File: src/rtl/riscv_lsu_pkg.sv
// Shared definitions for the byte-serial load/store unit.
//   - funct3 encodings of the RISC-V load/store widths
//   - FSM state encoding (lsu_state_t)
//   - helpers: last byte index of an access, and width/alignment legality
package riscv_lsu_pkg;

  localparam logic [2:0] LSU_B  = 3'b000;
  localparam logic [2:0] LSU_H  = 3'b001;
  localparam logic [2:0] LSU_W  = 3'b010;
  localparam logic [2:0] LSU_BU = 3'b100;
  localparam logic [2:0] LSU_HU = 3'b101;

  typedef enum logic [1:0] {
    LSU_IDLE = 2'd0,
    LSU_XFER = 2'd1,
    LSU_LAST = 2'd2,
    LSU_RESP = 2'd3
  } lsu_state_t;

  // Index of the final byte of an access: N-1 for N = 1/2/4.
  function automatic logic [1:0] lsu_last_idx(input logic [2:0] funct3);
    case (funct3)
      LSU_W:         lsu_last_idx = 2'd3;
      LSU_H, LSU_HU: lsu_last_idx = 2'd1;
      default:       lsu_last_idx = 2'd0;
    endcase
  endfunction

  // Illegal width, misalignment, or unsigned-store encoding.
  // The address-range check depends on MEM_AW and is done in the top.
  function automatic logic lsu_bad_op(input logic we, input logic [2:0] funct3,
                                      input logic [1:0] addr_lo);
    case (funct3)
      LSU_B:   lsu_bad_op = 1'b0;
      LSU_BU:  lsu_bad_op = we;
      LSU_H:   lsu_bad_op = addr_lo[0];
      LSU_HU:  lsu_bad_op = we | addr_lo[0];
      LSU_W:   lsu_bad_op = (addr_lo != 2'b00);
      default: lsu_bad_op = 1'b1;
    endcase
  endfunction

endpackage

File: src/rtl/lsu_extend.sv
// Load data extension (combinational).
// Ports:
//   raw    - assembled little-endian load bytes (unused upper bytes are 0)
//   funct3 - access width/signedness
//   result - sign-extended (b, h), zero-extended (bu, hu) or unchanged (w)
module lsu_extend
  import riscv_lsu_pkg::*;
(
  input  logic [31:0] raw,
  input  logic [2:0]  funct3,
  output logic [31:0] result
);

  always_comb begin
    result = raw;
    case (funct3)
      LSU_B:   result = {{24{raw[7]}}, raw[7:0]};
      LSU_H:   result = {{16{raw[15]}}, raw[15:0]};
      LSU_BU:  result = {24'h000000, raw[7:0]};
      LSU_HU:  result = {16'h0000, raw[15:0]};
      default: result = raw;
    endcase
  end

endmodule

File: src/rtl/load_store_unit.sv
// Byte-serial load/store unit in front of a byte-wide synchronous memory.
// Ports:
//   clk, reset            - clock; synchronous active-low reset
//   req_valid/req_ready   - access request handshake; req_we, req_funct3,
//                           req_addr, req_wdata describe the access
//   rsp_valid/rsp_rdata/rsp_err - one-cycle completion pulse with load data
//   mem_en/mem_we/mem_addr/mem_wdata, mem_rdata - byte memory port; read
//                           data arrives the cycle after a read issue
//   dbg_state             - current FSM state for observation
//
// Handshake: an access is taken on a rising edge where req_valid and
// req_ready are both 1. req_ready is 1 only in IDLE, so the request fields
// are latched once and ignored until the unit returns to IDLE. There is no
// backpressure on the response: rsp_valid is a single-cycle pulse.
module load_store_unit
  import riscv_lsu_pkg::*;
#(
  parameter int MEM_AW = 5
) (
  input  logic              clk,
  input  logic              reset,
  input  logic              req_valid,
  output logic              req_ready,
  input  logic              req_we,
  input  logic [2:0]        req_funct3,
  input  logic [31:0]       req_addr,
  input  logic [31:0]       req_wdata,
  output logic              rsp_valid,
  output logic [31:0]       rsp_rdata,
  output logic              rsp_err,
  output logic              mem_en,
  output logic              mem_we,
  output logic [MEM_AW-1:0] mem_addr,
  output logic [7:0]        mem_wdata,
  input  logic [7:0]        mem_rdata,
  output logic [1:0]        dbg_state
);

  lsu_state_t        state, state_n;
  logic              we_q, err_q;
  logic [2:0]        f3_q;
  logic [MEM_AW-1:0] addr_q;
  logic [31:0]       wdata_q, data_q, ext;
  logic [1:0]        cnt, cap_idx;
  logic              hs, req_err, xfer_done;

  assign hs        = req_valid & req_ready;
  assign req_err   = lsu_bad_op(req_we, req_funct3, req_addr[1:0]) |
                     (req_addr[31:MEM_AW] != '0);
  // Read data lags its issue by one cycle, so the byte landing now belongs
  // to the previous count. In LAST the count has already wrapped past the
  // final byte, so the same expression selects it.
  assign cap_idx   = cnt - 2'd1;
  assign xfer_done = (cnt == lsu_last_idx(f3_q));
  assign dbg_state = state;

  always_comb begin
    state_n   = state;
    req_ready = 1'b0;
    case (state)
      LSU_IDLE: begin
        req_ready = 1'b1;
        if (hs) state_n = req_err ? LSU_RESP : LSU_XFER;
      end
      LSU_XFER: if (xfer_done) state_n = we_q ? LSU_RESP : LSU_LAST;
      LSU_LAST: state_n = LSU_RESP;
      LSU_RESP: state_n = LSU_IDLE;
      default:  state_n = LSU_IDLE;
    endcase
  end

  always_ff @(posedge clk) begin
    if (!reset) begin
      state   <= LSU_IDLE;
      we_q    <= 1'b0;
      err_q   <= 1'b0;
      f3_q    <= 3'b000;
      addr_q  <= '0;
      wdata_q <= 32'h0;
      data_q  <= 32'h0;
      cnt     <= 2'd0;
    end else begin
      state <= state_n;
      case (state)
        LSU_IDLE: if (hs) begin
          we_q    <= req_we;
          err_q   <= req_err;
          f3_q    <= req_funct3;
          addr_q  <= req_addr[MEM_AW-1:0];
          wdata_q <= req_wdata;
          data_q  <= 32'h0;
          cnt     <= 2'd0;
        end
        LSU_XFER: begin
          cnt <= cnt + 2'd1;
          if (!we_q && cnt != 2'd0) data_q[{cap_idx, 3'b000} +: 8] <= mem_rdata;
        end
        LSU_LAST: data_q[{cap_idx, 3'b000} +: 8] <= mem_rdata;
        default: ;
      endcase
    end
  end

  lsu_extend u_extend (
    .raw    (data_q),
    .funct3 (f3_q),
    .result (ext)
  );

  always_comb begin
    mem_en    = 1'b0;
    mem_we    = 1'b0;
    mem_addr  = '0;
    mem_wdata = 8'h00;
    rsp_valid = 1'b0;
    rsp_err   = 1'b0;
    rsp_rdata = 32'h0;
    if (state == LSU_XFER) begin
      mem_en    = 1'b1;
      mem_we    = we_q;
      mem_addr  = addr_q + MEM_AW'(cnt);
      mem_wdata = wdata_q[{cnt, 3'b000} +: 8];
    end
    if (state == LSU_RESP) begin
      rsp_valid = 1'b1;
      rsp_err   = err_q;
      if (!err_q && !we_q) rsp_rdata = ext;
    end
  end

endmodule

File: config.mk
export PLATFORM = sky130hd
export DESIGN_NAME = load_store_unit
export DESIGN_NICKNAME = d
export VERILOG_FILES = /design/src/rtl/riscv_lsu_pkg.sv /design/src/rtl/lsu_extend.sv /design/src/rtl/load_store_unit.sv
export SDC_FILE = /design/constraint.sdc
export NUM_CORES = 1
export LEC_CHECK = 0
export CORE_UTILIZATION = 35
export CTS_CLUSTER_DIAMETER = 150
export DETAILED_ROUTE_END_ITERATION = 10
export PLACE_DENSITY = 0.7
export SYNTH_ARGS = -nofsm -noshare
export SYNTH_HDL_FRONTEND = slang
export SYNTH_SLANG_ARGS = --single-unit
File: constraint.sdc
create_clock -name clk -period 3.45 [get_ports clk]
set_input_delay 0.5175 -clock clk [delete_from_list [all_inputs] [get_ports clk]]
set_output_delay 0.5175 -clock clk [all_outputs]
set_load 0.01 [all_outputs]
==> impl_metrics.ini, run 1 <==
[run_status]
run_status = completed

[power_and_ir_drop]
p_sw_frac = 0.348
peakVddDrop_v = 0.000481
p_comb_frac = 0.375
p_sw_mw = 1.20
p_clk_frac = 0.297
p_per_area_mw_per_mm2 = 587
leakagePower_nw = 2.10
pwr-share-seq = 0.328
internal_power_mw = 2.25

[critical_path]
startpoint = cnt[0]
critPathSlowestCell = dfxtp_1
critPathMaxFanout = 11
crit_required_ns = 2.93
critPathMaxStageDelay_ns = 0.77
crit_chain = ha_1, fa_1, nand3_1, xnor2_1, and2_1, clkdlybuf4s50_1
cp_top_family = flip-flops
worstReg2RegStart = cnt[0]
start_kind = flop
critPathKind = reg -> out
end_kind = output port
cp_num_buf_inv = 1
cp.arrival_ns = 2.54

[placement]
portBuffers = 130
hpwl_mm = 8.07
dpl_cell_area_sq_mm = 0.00556
placed_cells = 736
place_congestion = 0.772

[timing]
skew_ns = 0.00581
rsz0062_at_grt = no
timing.fmax_mhz = 327
maxSlewViolCount = 0
finalCritPeriodShare = 0.887
final.min_clock_period_ns = 3.06
hold_viol = 0
worst_pin_slew_ns = 1.00
finalSetupViolCount = 0
slew_headroom = 0.326
setup_tns_ns = 0

[synthesis]
synth_area_per_cell_sq_um = 8.52
mappedNetlistArea_sq_mm = 0.00414
ys.flop_type = dfxtp_1
synth_cells = 486
synth_area_leaders = dfxtp_1 38%, a21boi_0 9.1%, nand2_1 8.7%, nor2b_1 6.9%, mux4_2 4.4%
ys_types = 41
synth_area_leader_cell = dfxtp_1
ys_warn_count = 0
ys_async_sr_fraction = 0
netlist.area_leader.share = 0.377
postSynthRegisterBits = 78
synthesis.nets = 579
synth_edf_count = 0
ys_seq_area_frac = 0.377

[route]
detail-route-antenna-nets = 0
drt_iter0_markers = 187
avgRoutedWirePerCell_um = 14.6
drc = 0
first_pass_iters = 4
vias = 3737
routed_wl_mm = 11.0
routed_via_density = 4.98

[clock_network]
cts_max_level = 3
clk_path_buf_depth = 2
cts_tree = done
cts_buffers = 9
clock-sinks = 78
clkTransAtPathRegs_ns = 0.06
cts_hold_buf = 0
cts.repair.resized = 0
root_buffer = clkbuf_16
clock_latency_ns = 0.33
post_cts_buffers = 0

[min_path]
min_path_type = reg -> reg
worstHoldStart = wdata_q[23]

[die]
dieWidth_um = 111
initial_utilization = 0.361
fp-row-count = 39
die-area_sq_mm = 0.0123
ios = 131
die_h_um = 111
core-area_sq_mm = 0.0115

[finish]
mostFrequentLayoutCell = clkdlybuf4s50_1
fin_area_sq_mm = 0.00588
n_antenna_cell = 0
synthToLayoutAreaGrowth_pct = 42.1
drive_above_1_share = 0.0625
final_cell_mix = 129 x clkdlybuf4s50_1, 96 x nand2_1, 78 x dfxtp_1
fin_util = 0.513
stdcell_count = 751
fin_nets = 697

[global_routing]
antenna_found_initial = 0
grt_pass1_wl_mm = 18.6
track_usage = 0.185
grt_pass1_vias = 3893
overflow = 0
grt_max_degree = 54

[run]
maxCapViolCount = 0
[flip-flops by register name (all words and copies together) (netlist names)]
| signal | count |
|---|---|
| err_q | 1 |
| f3_q | 3 |
| we_q | 1 |
| wdata_q | 32 |
| cnt | 2 |
| dbg_state | 2 |
| addr_q | 5 |
| data_q | 32 |
[metal layers]
metal / wire length (um) / track usage
met5: 0 / 0
met4: 162 / 0.0551
met3: 473 / 0.0383
met2: 5260 / 0.314
met1: 5080 / 0.236
[cell usage after synthesis, types with 2 or more instances]
| cell | n |
|---|---|
| buf_2 | 4 |
| nand4b_1 | 2 |
| nand2_1 | 96 |
| o21a_1 | 8 |
| nor4_2 | 3 |
| o21ai_0 | 5 |
| ha_1 | 13 |
| nor4_1 | 7 |
| a21oi_1 | 18 |
| nand2b_1 | 2 |
| inv_1 | 22 |
| a22oi_1 | 16 |
| xnor2_1 | 2 |
| mux4_2 | 8 |
| dfxtp_1 | 78 |
| mux2i_1 | 10 |
| clkbuf_1 | 27 |
| a21boi_0 | 50 |
| nand3_1 | 13 |
| nor3b_1 | 4 |
| and2_1 | 26 |
| nor2_1 | 4 |
| o31ai_1 | 2 |
| or4_1 | 4 |
| nor2b_1 | 46 |
[worst register-to-register path, stage by stage (launching register included)]
cell and delay, ns:
dfxtp_1 0.77, inv_1 0.22, ha_1 0.27, o21a_4 0.24, a2111oi_4 0.69, mux2i_1 0.27
nor2b_1 0.07
[through the flow]
step                      hold WS, ns  power, mW  setup slack [ns]
after floorplan                 0.436       2.01              1.07
after global placement          0.448       2.41             0.717
after detailed placement        0.459       2.45             0.690
after CTS                       0.468       3.49             0.331
after global routing            0.486       3.68             0.152
final                           0.464       3.46             0.390
[path summary, 6_finish.rpt]
| kind | end | slack (ns) | cells past startpoint |
|---|---|---|---|
| worst min register to register | wdata_q[23] | 0.46 | 2 |
| worst max register to register | data_q[31] | 0.81 | 6 |
| worst min-delay path | wdata_q[23] | 0.46 | 2 |
| worst max-delay path | mem_addr[4] | 0.39 | 6 |
[final cells by class]
class                           instances  area (sq um)
Clock inverter                          3          67.6
Inverter                               22          82.6
Timing Repair Buffer                  139          1360
Tap cell                              143           179
Multi-Input combinational cell        354          2370
Fill cell                            1093          5580
Sequential cell                        78          1560
Clock buffer                           12           256
[cells by family after synthesis]
family / Yosys count / share of synthesized area
buf+inv: 54 / 0.0502
simple gates: 211 / 0.264
compound gates: 108 / 0.190
mux: 18 / 0.0677
xor+xnor: 3 / 0.00635
fa+ha+maj: 14 / 0.0441
flops: 78 / 0.377
[power by group through the flow]
stage / logic (mW) / clock network, mW / registers (mW)
2_1_floorplan: 0.895 / 0 / 1.11
6_report: 1.29 / 1.03 / 1.14
3_3_place_gp: 1.26 / 0 / 1.15
4_1_cts: 1.30 / 1.05 / 1.14
3_5_place_dp: 1.29 / 0 / 1.16
5_1_grt: 1.43 / 1.10 / 1.16
Power figures use the tool's default switching activity.
==> inputs of run 2 (changes only) <==
- CORE_MARGIN: unset -> 10
- GPL_ROUTABILITY_DRIVEN: unset -> 0
- PLACE_DENSITY: 0.7 -> unset
- PLACE_DENSITY_LB_ADDON: unset -> 0.3
==> run 2 against run 1 <==
  * Sequential power barely moved
  * Non-clock buffer count did not move
  * Sequential share of layout area rose by 0.11 points
  * Combinational power barely moved
  * Power fell by 2.1%
  * Via count rose by 1.3%
  * Maximum frequency fell by 1.7%
  * Largest cell class unchanged
==> impl_metrics.ini, run 2 (synthesized netlist as in run 1, its figures left out) <==
[clock_network]
post_cts_buffers = 0
clk_path_buf_depth = 2
cts_buffers = 9
cts_max_level = 3
clkTransAtPathRegs_ns = 0.06
cts.repair.resized = 0
clock-sinks = 78
clock_latency_ns = 0.33
root_buffer = clkbuf_16
cts_tree = done
cts_hold_buf = 0

[finish]
fin_area_sq_mm = 0.00586
fin_nets = 697
drive_above_1_share = 0.0657
regArea_sq_mm = 0.00156
synthToLayoutAreaGrowth_pct = 41.5
reg.largest.list = data_q (32), wdata_q (32), addr_q (5)
mostFrequentLayoutCell = clkdlybuf4s50_1
n_antenna_cell = 0
fillers = 1094
multi_input_area_sq_mm = 0.00237
final_cell_mix = 129 x clkdlybuf4s50_1, 96 x nand2_1, 78 x dfxtp_1

[global_routing]
grt_max_degree = 80
antenna_found_initial = 0
grt_pass1_wl_mm = 18.9
grt_pass1_vias = 3817
overflow = 0
track_usage = 0.141

[critical_path]
start_kind = flop
critPathMaxFanout = 16
crit_required_ns = 2.93
endpoint = rsp_rdata[26]
startpoint = dbg_state[0]
cp.arrival_ns = 2.60
worstReg2RegStart = cnt[0]
reg2reg_to = data_q[10]
critPathKind = reg -> out
end_kind = output port
rrSetupSlack_ns = 0.88
reg2reg_depth = 7

[timing]
skew_ns = 0.00760
hold_viol = 0
setup_tns_ns = 0
worst_pin_slew_ns = 1.14
finalCritPeriodShare = 0.903
layout_setup_ws_ns = 0.336
slew_headroom = 0.243
rsz0062_at_grt = no
final.min_clock_period_ns = 3.11
finalSetupViolCount = 0
timing.fmax_mhz = 321
maxSlewViolCount = 0

[run]
maxCapViolCount = 0

[placement]
hpwl_mm = 9.23
place_ws_ns = 0.632
portBuffers = 130
dpl_cell_area_sq_mm = 0.00556

[run_status]
run_status = completed

[min_path]
min_path_type = reg -> reg

[route]
detail-route-antenna-nets = 0
first_pass_iters = 4
routed_wl_mm = 12.0
vias = 3787
drt_iter0_markers = 191
avgRoutedWirePerCell_um = 16.0
drc = 0
routed_via_density = 5.04

[die]
die_h_um = 129
die-area_sq_mm = 0.0166
initial_utilization = 0.360
dieWidth_um = 129
fp-row-count = 39
core-area_sq_mm = 0.0115
ios = 131

[power_and_ir_drop]
p_per_area_mw_per_mm2 = 577
leakagePower_nw = 2.09
peakVddDrop_v = 0.000280
==> run 2: cell count changes in the layout (fill, tap and decap cells not counted), sizes merged <==
| cell | before | now |
|---|---|---|
| clkinv | 0 | 4 |
| clkbuf | 12 | 9 |
| bufinv | 2 | 1 |
| inv | 22 | 23 |
==> run 2: worst min-delay path by stage <==
| stage | to | slack (ns) | depth (start not counted) | start |
|---|---|---|---|---|
| 2_1_floorplan | data_q[0] | 0.44 | 2 | data_q[0] |
| 3_3_place_gp | data_q[4] | 0.45 | 2 | data_q[4] |
| 3_5_place_dp | data_q[1] | 0.46 | 2 | data_q[1] |
| 4_1_cts | wdata_q[23] | 0.47 | 2 | wdata_q[23] |
| 5_1_grt | wdata_q[16] | 0.49 | 2 | wdata_q[16] |
| 6_report | wdata_q[23] | 0.47 | 2 | wdata_q[23] |
==> run 2: critical path, cell delays in order (launching register included) <==
cell and delay (ns):
dfxtp_1 0.43, ha_1 0.21, nor3b_1 0.22, buf_4 0.20
o21ai_1 0.35, a21oi_1 0.26, clkdlybuf4s50_1 0.59
==> run 2: routing by layer <==
metal  vias to the layer above  track usage  share of wire
li1                       1890            -              -
met2                        97        0.242           0.49
met1                      1784        0.161           0.42
met4                         0       0.0535          0.020
met5                         -            0              0
met3                        16       0.0444          0.066
==> run 2: layout make-up <==
cell class                      instances  share of cell area
Clock buffer                            9              0.0384
Clock inverter                          7              0.0126
Inverter                               22              0.0141
Multi-Input combinational cell        354               0.405
Sequential cell                        78               0.267
Tap cell                              143              0.0305
Timing Repair Buffer                  139               0.233
==> run 2: stage by stage <==
step | power (mW) | util | hold slack [ns] | instances
6_report | 3.38 | 0.509 | 0.466 | 752
3_5_place_dp | 2.46 | 0.483 | 0.459 | 736
4_1_cts | 3.41 | 0.509 | 0.469 | 752
2_1_floorplan | 2.01 | - | 0.436 | 486
5_1_grt | 3.60 | 0.509 | 0.490 | 752
3_3_place_gp | 2.42 | 0.483 | 0.451 | 736
==> run 2: where the power goes <==
group / switching [mW] / leakage (nW) / total (mW) / internal [mW]
clock network: 0.383 / 0.146 / 0.945 / 0.563
logic: 0.747 / 1.31 / 1.31 / 0.560
registers: 0.102 / 0.635 / 1.13 / 1.03
total: 1.23 / 2.09 / 3.38 / 2.15
==> inputs of run 3 (changes only) <==
- clock period: 3.45 -> 3.9 ns (I/O delays scaled with it)
==> run 3 against run 2 <==
  * Core utilization is 0.11 points higher
  * Setup slack better by 0.21 ns
  * First-iteration DRC count is 8.9% lower
  * Die area stayed put
  * Clock power is 2% lower
  * Critical path depth stayed put
  * Routed wire length is 0.57% lower
  * Combinational power is 13% lower
  * Sequential power is 12% lower
==> impl_metrics.ini, run 3 (synthesized netlist as in run 1, its figures left out) <==
[run_status]
run_status = completed

[clock_network]
clk_path_buf_depth = 2
cts_hold_buf = 0
cts_buffers = 9
clkTransAtPathRegs_ns = 0.06
post_cts_buffers = 0
root_buffer = clkbuf_16
cts_tree = done
clock_latency_ns = 0.33
cts_max_level = 3
cts.repair.resized = 0
clock-sinks = 78

[critical_path]
cp_num_buf_inv = 2
start_kind = flop
reg2reg_depth = 6
end_kind = output port
critPathMaxFanout = 11
critPathSlowestCell = a21boi_1
cp.arrival_ns = 2.77
reg2reg_to = data_q[28]
crit_required_ns = 3.31
crit_chain = ha_1, nor3b_1, buf_4, a21boi_1, o21a_1, clkdlybuf4s50_1
crit_cells = 6
rrSetupSlack_ns = 1.22
cp_top_family = compound AO/OA/AOI/OAI gates
worstReg2RegStart = cnt[1]
startpoint = dbg_state[0]
critPathKind = reg -> out
endpoint = rsp_rdata[8]
critPathMaxStageDelay_ns = 0.61

[min_path]
min_path_type = reg -> reg

[timing]
rsz0062_at_grt = no
finalSetupViolCount = 0
final.min_clock_period_ns = 3.35
setup_tns_ns = 0
hold_viol = 0
slew_headroom = 0.261
worst_pin_slew_ns = 1.11
maxSlewViolCount = 0
finalCritPeriodShare = 0.860
skew_ns = 0.00728
timing.fmax_mhz = 298

[global_routing]
globalRouteMet1Util = 0.165
top_usage_layer = met2
overflow = 0
grt_max_degree = 80
antenna_found_initial = 0
grt_pass1_wl_mm = 19.2
met3_usage = 0.0419
track_usage = 0.143
met2_usage = 0.245
grt_pass1_vias = 3874

[power_and_ir_drop]
p_comb_frac = 0.373
p_per_area_mw_per_mm2 = 523
pwr-share-seq = 0.325
peakVddDrop_v = 0.000286
leakagePower_nw = 2.09
p_clk_frac = 0.302
p_sw_frac = 0.350
internal_power_mw = 2.00
p_sw_mw = 1.07

[route]
drc = 0
avgRoutedWirePerCell_um = 16.0
routed_wl_mm = 12.0
routed_via_density = 4.97
first_pass_iters = 4
detail-route-antenna-nets = 0
vias = 3725
drt_iter0_markers = 174

[finish]
drive_above_1_share = 0.0611
n_antenna_cell = 0
synthToLayoutAreaGrowth_pct = 41.8
stdcell_count = 749
fin_util = 0.510
mostFrequentLayoutCell = clkdlybuf4s50_1
final_cell_mix = 129 x clkdlybuf4s50_1, 96 x nand2_1, 78 x dfxtp_1
reg.largest.list = data_q (32), wdata_q (32), addr_q (5)
fin_nets = 694

[die]
ios = 131
core-area_sq_mm = 0.0115
die_h_um = 129
initial_utilization = 0.360
fp-row-count = 39
dieWidth_um = 129
die-area_sq_mm = 0.0166

[placement]
portBuffers = 130
hpwl_mm = 9.22
placed_cells = 733

[run]
maxCapViolCount = 0
[run 3: metal layers]
metal	part of all wire	vias to the layer above	routed length, um
met2	0.49	80	5890
li1	-	1883	-
met4	0.017	0	208
met3	0.054	14	645
met1	0.44	1748	5230
met5	0	-	0
[run 3: area by class of cell]
class | instances | area (sq um)
flip-flops and latches | 78 | 1560
clock inverters | 5 | 81.3
well taps | 143 | 179
repair buffers | 136 | 1340
fillers | 1098 | 5650
multi-input cells | 354 | 2370
inverters | 22 | 82.6
clock buffers | 11 | 253
[run 3: per-stage QoR]
step	hold slack [ns]	cell area (sq um)	power, mW	worst slack (ns)
after detailed placement	0.456	5540	2.17	0.889
after floorplan	0.436	4140	1.78	1.52
after CTS	0.463	5870	3.10	0.527
after global routing	0.487	5870	3.26	0.396
after global placement	0.450	5540	2.13	0.966
final	0.461	5870	3.07	0.547
[run 3: worst min path at each step]
| stage | startpoint | to | slack [ns] | depth (start not counted) |
|---|---|---|---|---|
| floorplan | data_q[0] | data_q[0] | 0.44 | 2 |
| global placement | data_q[4] | data_q[4] | 0.45 | 2 |
| detailed placement | data_q[0] | data_q[0] | 0.46 | 2 |
| CTS | data_q[0] | data_q[0] | 0.46 | 2 |
| global route | wdata_q[11] | wdata_q[11] | 0.49 | 2 |
| finish | data_q[0] | data_q[0] | 0.46 | 2 |
[run 3: worst reg2reg max path, stage by stage, from the launching register on]
cell	delay (ns)
dfxtp_1	0.83
inv_1	0.22
ha_1	0.25
o21a_4	0.24
a2111oi_4	0.70
mux2i_1	0.27
nor2b_1	0.06
[run 3: power groups by stage]
| stage | Clock [mW] | Sequential (mW) | Combinational, mW |
|---|---|---|---|
| floorplan | 0 | 0.986 | 0.792 |
| global placement | 0 | 1.01 | 1.13 |
| detailed placement | 0 | 1.01 | 1.15 |
| CTS | 0.944 | 0.998 | 1.16 |
| global route | 0.977 | 1.01 | 1.27 |
| finish | 0.928 | 0.998 | 1.14 |
